`config.mk`:
```
export PLATFORM = sky130hd
export DESIGN_NAME = fmul_result_queue_flat
export DESIGN_NICKNAME = d
export VERILOG_FILES = /design/src/rtl/fmul_result_queue_if.sv /design/src/rtl/fmul_result_queue.sv /design/src/flat_wrapper.sv
export SDC_FILE = /design/constraint.sdc
export NUM_CORES = 1
export LEC_CHECK = 0
export CAP_MARGIN = 25
export CORE_AREA = 2 2 136 138
export CTS_CLUSTER_DIAMETER = 50
export DETAILED_ROUTE_END_ITERATION = 8
export DIE_AREA = 0 0 138 140
export PLACE_DENSITY = 0.76
export SLEW_MARGIN = 40
export SYNTH_ARGS = -nofsm -noshare
export SYNTH_HDL_FRONTEND = slang
export SYNTH_SLANG_ARGS = --single-unit
```
`constraint.sdc`:
```
create_clock -name clk -period 6.25 [get_ports clk]
set_input_delay 1.25 -clock clk [delete_from_list [all_inputs] [get_ports clk]]
set_output_delay 1.25 -clock clk [all_outputs]
set_load 0.01 [all_outputs]
```
`src/rtl/fmul_result_queue_if.sv`:
```
// fmul_result_queue_if: producer and consumer handshake channels of the fmul result queue
interface fmul_result_queue_if #(
    parameter int TAG_W = 5
);
    logic             in_valid;
    logic             in_ready;
    logic [31:0]      in_num1;
    logic [31:0]      in_num2;
    logic [31:0]      in_result;
    logic [TAG_W-1:0] in_tag;
    logic             out_valid;
    logic             out_ready;
    logic [31:0]      out_result;
    logic [TAG_W-1:0] out_tag;
    logic [4:0]       out_flags;
    modport master (
        output in_valid, in_num1, in_num2, in_result, in_tag, out_ready,
        input  in_ready, out_valid, out_result, out_tag, out_flags
    );
    modport slave (
        input  in_valid, in_num1, in_num2, in_result, in_tag, out_ready,
        output in_ready, out_valid, out_result, out_tag, out_flags
    );
endinterface

```
`src/rtl/fmul_result_queue.sv`:
```
// fmul_result_queue: special-case fix-up, IEEE flags and FIFO buffering of fmul results
module fmul_result_queue #(
    parameter int DEPTH = 4,
    parameter int TAG_W = 5
) (
    input  logic                   clk,
    input  logic                   rst,
    fmul_result_queue_if.slave     q,
    input  logic                   fflags_clr,
    output logic [$clog2(DEPTH):0] count,
    output logic [4:0]             fflags_acc
);
    localparam int AW = $clog2(DEPTH);
    logic [31:0]      res_mem [DEPTH];
    logic [TAG_W-1:0] tag_mem [DEPTH];
    logic [4:0]       flg_mem [DEPTH];
    logic [AW-1:0]    wptr, rptr;
    logic             push, pop, s, nan1, nan2, snan, inf1, inf2, zero1, zero2, rof, ruf, nv_case;
    logic [31:0]      fix;
    logic [4:0]       flg;
    assign q.in_ready   = count != (AW+1)'(DEPTH);
    assign q.out_valid  = count != '0;
    assign q.out_result = res_mem[rptr];
    assign q.out_tag    = tag_mem[rptr];
    assign q.out_flags  = flg_mem[rptr];
    assign push = q.in_valid && q.in_ready;
    assign pop  = q.out_valid && q.out_ready;
    // Operand classes are checked in priority order; earlier cases shadow later ones.
    always_comb begin
        s       = q.in_num1[31] ^ q.in_num2[31];
        nan1    = (&q.in_num1[30:23]) && (|q.in_num1[22:0]);
        nan2    = (&q.in_num2[30:23]) && (|q.in_num2[22:0]);
        snan    = (nan1 && !q.in_num1[22]) || (nan2 && !q.in_num2[22]);
        inf1    = (&q.in_num1[30:23]) && !(|q.in_num1[22:0]);
        inf2    = (&q.in_num2[30:23]) && !(|q.in_num2[22:0]);
        zero1   = !(|q.in_num1[30:23]);
        zero2   = !(|q.in_num2[30:23]);
        rof     = &q.in_result[30:23];
        ruf     = !(|q.in_result[30:23]);
        nv_case = (inf1 && zero2) || (inf2 && zero1);
        fix = (nan1 || nan2 || nv_case) ? 32'h7FC0_0000 :
              (inf1 || inf2 || (!zero1 && !zero2 && rof)) ? {s, 8'hFF, 23'b0} :
              (zero1 || zero2 || ruf) ? {s, 31'b0} : q.in_result;
        flg = (nan1 || nan2) ? {snan, 4'b0} :
              nv_case ? 5'b10000 :
              (inf1 || inf2 || zero1 || zero2) ? 5'b00000 :
              rof ? 5'b00101 :
              ruf ? 5'b00011 : 5'b00000;
    end
    always_ff @(posedge clk or posedge rst) begin
        if (rst) begin
            wptr       <= '0;
            rptr       <= '0;
            count      <= '0;
            fflags_acc <= '0;
            for (int i = 0; i < DEPTH; i++) begin
                res_mem[i] <= '0;
                tag_mem[i] <= '0;
                flg_mem[i] <= '0;
            end
        end else begin
            if (push) begin
                res_mem[wptr] <= fix;
                tag_mem[wptr] <= q.in_tag;
                flg_mem[wptr] <= flg;
                wptr          <= wptr + AW'(1);
            end
            if (pop)
                rptr <= rptr + AW'(1);
            count <= count + (AW+1)'(push) - (AW+1)'(pop);
            // A clear coinciding with a dequeue keeps only the dequeued entry's flags.
            if (pop)
                fflags_acc <= (fflags_clr ? 5'b0 : fflags_acc) | q.out_flags;
            else if (fflags_clr)
                fflags_acc <= '0;
        end
    end
endmodule

```
`src/flat_wrapper.sv`:
```
// flat-port wrapper written by rule: the top's interface ports become plain ports
module fmul_result_queue_flat 
#(
    parameter int DEPTH = 4,
    parameter int TAG_W = 5
)
  (clk, rst, fflags_clr, count, fflags_acc, q_in_valid, q_in_num1, q_in_num2, q_in_result, q_in_tag, q_out_ready, q_in_ready, q_out_valid, q_out_result, q_out_tag, q_out_flags);
  fmul_result_queue_if #(.TAG_W(TAG_W)) q_i ();
  input  logic clk;
  input  logic rst;
  input  logic fflags_clr;
  output logic [$clog2(DEPTH):0] count;
  output logic [4:0] fflags_acc;
  input wire logic [$bits(q_i.in_valid)-1:0] q_in_valid;
  input wire logic [$bits(q_i.in_num1)-1:0] q_in_num1;
  input wire logic [$bits(q_i.in_num2)-1:0] q_in_num2;
  input wire logic [$bits(q_i.in_result)-1:0] q_in_result;
  input wire logic [$bits(q_i.in_tag)-1:0] q_in_tag;
  input wire logic [$bits(q_i.out_ready)-1:0] q_out_ready;
  output wire logic [$bits(q_i.in_ready)-1:0] q_in_ready;
  output wire logic [$bits(q_i.out_valid)-1:0] q_out_valid;
  output wire logic [$bits(q_i.out_result)-1:0] q_out_result;
  output wire logic [$bits(q_i.out_tag)-1:0] q_out_tag;
  output wire logic [$bits(q_i.out_flags)-1:0] q_out_flags;
  assign q_i.in_valid = q_in_valid;
  assign q_i.in_num1 = q_in_num1;
  assign q_i.in_num2 = q_in_num2;
  assign q_i.in_result = q_in_result;
  assign q_i.in_tag = q_in_tag;
  assign q_i.out_ready = q_out_ready;
  assign q_in_ready = q_i.in_ready;
  assign q_out_valid = q_i.out_valid;
  assign q_out_result = q_i.out_result;
  assign q_out_tag = q_i.out_tag;
  assign q_out_flags = q_i.out_flags;
  fmul_result_queue #(.DEPTH(DEPTH), .TAG_W(TAG_W)) u_core (.clk(clk), .rst(rst), .q(q_i), .fflags_clr(fflags_clr), .count(count), .fflags_acc(fflags_acc));
endmodule
```
# == After elaboration in Yosys (flattened, before gate mapping) ==
# Index checks and enable logic that the tools add are counted.
# word_totals
register_bits,180
word_cells,93
in_bits,106
# classes
n_bitwise,4
n_mux,26
addsub,4
eq_ne,1
reduce_logical,39
n_lt_le_gt_ge,3
# op_table
operator,count
32-bit two-way mux,6
128-bit bitwise mux,1
32-bit binary-select mux with 2-bit select,1
32-bit demux with 2-bit select,1
5-bit two-way mux,11
23-bit OR reduction,2
20-bit bitwise mux,2
8-bit AND reduction,3
8-bit OR reduction,3
5-bit binary-select mux with 2-bit select,2
1-bit logical AND,13
5-bit demux with 2-bit select,1
1-bit logical OR,10
1-bit logical NOT,7
3-bit >= comparator (second input constant),2
2-bit NOT with 3-bit output,2
5-bit OR,1
2-bit by 1-bit adder with 2-bit output (second input constant),2
3-bit by 1-bit adder with 3-bit output,1
3-bit by 1-bit < comparator with 1-bit output (second input constant),1
3-bit inequality test (second input constant),1
3-bit nonzero test,1
3-bit by 1-bit subtractor with 3-bit output,1
2-bit two-way mux,1
1-bit XOR,1

# == Logic depth before layout (Yosys ltp) ==
# logic_depth
word_depth,10
ltp_mapped,9

# == Worst setup path after synthesis ==
# OpenSTA, ideal clock, no wires.
# synth_path
path_kind,register to output
from,reg u_core.rptr[0]
to,out q_out_result[0]
stages_incl_launch_ff,5
n_path_buf,3
arrival_time_ps,1668
path_slack_ps,3332
cell_sequence,dfrtp_1 buf_2 buf_2 buf_2 mux4_2
# synth_via
elab_chain_len,4
# synth_rtl
item,line,source
start: declaration,fmul_result_queue.sv:17,"logic [AW-1:0] wptr, rptr;"
start signal: assignment,fmul_result_queue.sv:69,rptr <= rptr + AW'(1);
2-bit NOT with 3-bit output (not written as such),fmul_result_queue.sv:23,assign q.out_result = res_mem[rptr];
32-bit binary-select mux with 2-bit select,fmul_result_queue.sv:23,
32-bit two-way mux (not written as such) (2 in series),fmul_result_queue.sv:23,
end: declaration,flat_wrapper.sv:22,output wire logic [$bits(q_i.out_result)-1:0] q_out_result;
# Every way passes these cells. The select of a mux whose other input is x is not followed.

# == Worst setup path in the final report ==
# layout_path
from,reg u_core.rptr[0]
to,out q_out_flags[0]
# layout_via
elab_chain_len,4
# layout_rtl
item,line,source
2-bit NOT with 3-bit output (not written as such),fmul_result_queue.sv:25,assign q.out_flags = flg_mem[rptr];
5-bit binary-select mux with 2-bit select,fmul_result_queue.sv:25,
5-bit two-way mux (not written as such) (2 in series),fmul_result_queue.sv:25,
end: declaration,flat_wrapper.sv:24,output wire logic [$bits(q_i.out_flags)-1:0] q_out_flags;
# Every way passes these cells. The select of a mux whose other input is x is not followed.

==> flow_summary.yaml <==
drt:
  drtIter0Drc: 420
  drc: 0
  wl_um: 18700
  wire_per_inst_um: 17.9
  first_pass_iters: 5
  vias: 5736
  viasPerCell: 5.49
  drtAntennaViolNets: 0
critical_path:
  cp_slowest_stage_delay_ns: 0.80
  rr_worst_depth: 6
  crit_cells: 3
  crit_family: "buffers and inverters"
  start_kind: "register"
  critPathKind: "register to primary output"
  path_max_fanout: 28
  arrival_ns: 2.78
  cp_num_buf_inv: 2
  worst_ep_required_time_ns: 5.00
  end_kind: "primary output"
  critPathSlowestCell: "dfrtp_4"
  crit_chain: "buf_4, mux4_2, clkdlybuf4s50_1"
yosys:
  yosys-top-cells-area: "dfrtp_1, mux2_2, mux4_2"
  yosys.area.top_type: "dfrtp_1"
  async_flop_share_pct: 100
  synth.avg_cell_area_um2: 12.6
  ys_seq_area_share_pct: 53.0
  synth_top_area_share_pct: 53.0
  synth_nets: 774
  synth-edff-count: 0
  ys.warnings.count: 0
  synth_cell_types: 41
  syn_inst: 661
  ys_ff_latch: 176
  synth_ff_type: "dfrtp_1"
  synthesis.area_um2: 8310
power_and_ir_drop:
  vdd_drop_max_mv: 0.294
  p_per_area_nw_per_um2: 486
  leakage_nw: 4.46
cts:
  path_clk_slew_ns: 0.06
  cts_setup_buffers: 0
  cts_hold_buf: 0
  cts_tree: "built"
  insertion_delay_ns: 0.42
  cts_htree_levels: 4
  clock_sinks: 176
  ctsResizeCount: 0
  cts-root-buf: "clkbuf_16"
  cts_made_buffers: 17
  clk_path_buf_depth: 2
placed_design:
  numPortBuffers: 156
  place_ws_ns: 2.40
  dpl.hpwl_um: 12600
  gp_congestion: 0.743
  dp_cells: 1015
die:
  initial_utilization_pct: 46.7
  dieHeight_um: 140
  die-area_um2: 19300
  rows: 49
  ios: 158
  coreArea_um2: 17800
  die_x_um: 138
layout:
  final_util_pct: 59.6
  final_cell_mix: "dfrtp_1, clkdlybuf4s50_1, mux2_2"
  final_common_cell: "dfrtp_1"
  stdcell_count: 1045
  nNetsFinal: 918
  drive_gt1_share_pct: 25.2
  fillers: 1459
  diodes: 0
  area_delta_synth_final_pct: 27.7
sta:
  fin_crit_sh_pct: 64.5
  setup_slack_ns: 2.22
  slew_headroom_pct: 45.2
  tns_ns: 0
  fin_hold_ws_ns: 0.476
  max_freq_mhz: 248
  worst_pin_slew_ns: 0.823
  period_minus_slack_ns: 4.03
  rsz0062_at_grt: "false"
  hold_violations: 0
  clock_skew_ns: 0.00815
  slew_viol_final: 0
  setup_viol: 0
outcome:
  status: "finished, final reports clean"
grt:
  grt_max_degree: 104
  grt_pass1_vias: 5909
  grt_overflow: 0
  grt_use_total_pct: 19.8
  grt_pass1_wl_um: 30500
  antenna_found_initial: 0
min_path:
  hold_class: "register to register"
  min_path_cells: 2
job:
  cap_violations: 0
-- worst reg2reg max path: stages, from the launching register on --
cell and delay [ns]:
dfrtp_1 0.38, nor2_1 0.07, a21boi_0 0.18, buf_4 0.21, and2_2 0.70, buf_4 0.40
mux2_2 0.37
-- worst paths after layout --
path	start	to	slack, ns
min reg2reg	u_core.res_mem[63]	u_core.res_mem[63]	0.48
min in group asynchronous	rst	u_core.res_mem[75]	1.29
max in group asynchronous	rst	u_core.flg_mem[0]	4.14
max reg2reg	u_core.count[0]	u_core.res_mem[18]	3.82
min	u_core.res_mem[63]	u_core.res_mem[63]	0.48
max	u_core.rptr[0]	q_out_flags[0]	2.22
-- sequential cells by signal, summed over array words and instances (netlist names) --
register and count:
u_core.count 3, u_core.fflags_acc 5, u_core.flg_mem 16, u_core.res_mem 128, u_core.rptr 2, u_core.tag_mem 20
u_core.wptr 2
-- cell families (layout without fill, tap and decap cells) --
logic type	count (synthesis)	in the layout	synth area share, %
and+or+nand+nor	198	198	11.0
DFF	176	176	53.0
muxes	145	145	25.2
buffers and inverters	75	230	4.07
AOI/OAI and AO/OA	53	53	4.86
adders and majority gates	7	7	1.14
xor gates and xnor gates	6	6	0.633
other	1	1	0.0451
-- per-stage QoR --
| step | area [um2] | total power [mW] |
|---|---|---|
| final | 10600 | 5.15 |
| after detailed placement | 10100 | 4.22 |
| after floorplan | 8310 | 3.32 |
| after global routing | 10600 | 5.45 |
| after CTS | 10600 | 5.20 |
| after global placement | 10000 | 4.16 |
-- synthesized netlist by cell type (9+ instances only) --
library cell and instances:
nor2_1 38, a31oi_2 9, o21ai_0 9, mux4_2 41
nor4_1 14, a31oi_1 23, buf_2 15, nand4_1 9
dfrtp_1 176, nand2_1 92, clkbuf_1 16, nor3_1 26
inv_1 34, mux2_2 104
-- per-layer routing --
layer	global-route usage, %	wire length (um)	vias to the layer above
met5	0	0	-
li1	-	-	2655
met1	27.1	8520	2927
met3	3.73	702	23
met4	6.71	318	0
met2	32.3	9180	131
-- where the power goes --
part	switching [mW]	internal, mW
Combinational	0.823	1.34
Sequential	0.367	1.65
Clock	0.409	0.561
-- layout make-up --
type	instances	area [um2]	share of cell area [%]
clock inverter	7	62.6	0.590
multi-input combinational	410	3570	33.7
tap	229	287	2.70
timing repair buffer	166	1670	15.7
clock buffer	23	468	4.41
sequential	176	4410	41.6
inverter	34	133	1.25
(Power assumes the default switching activity.)
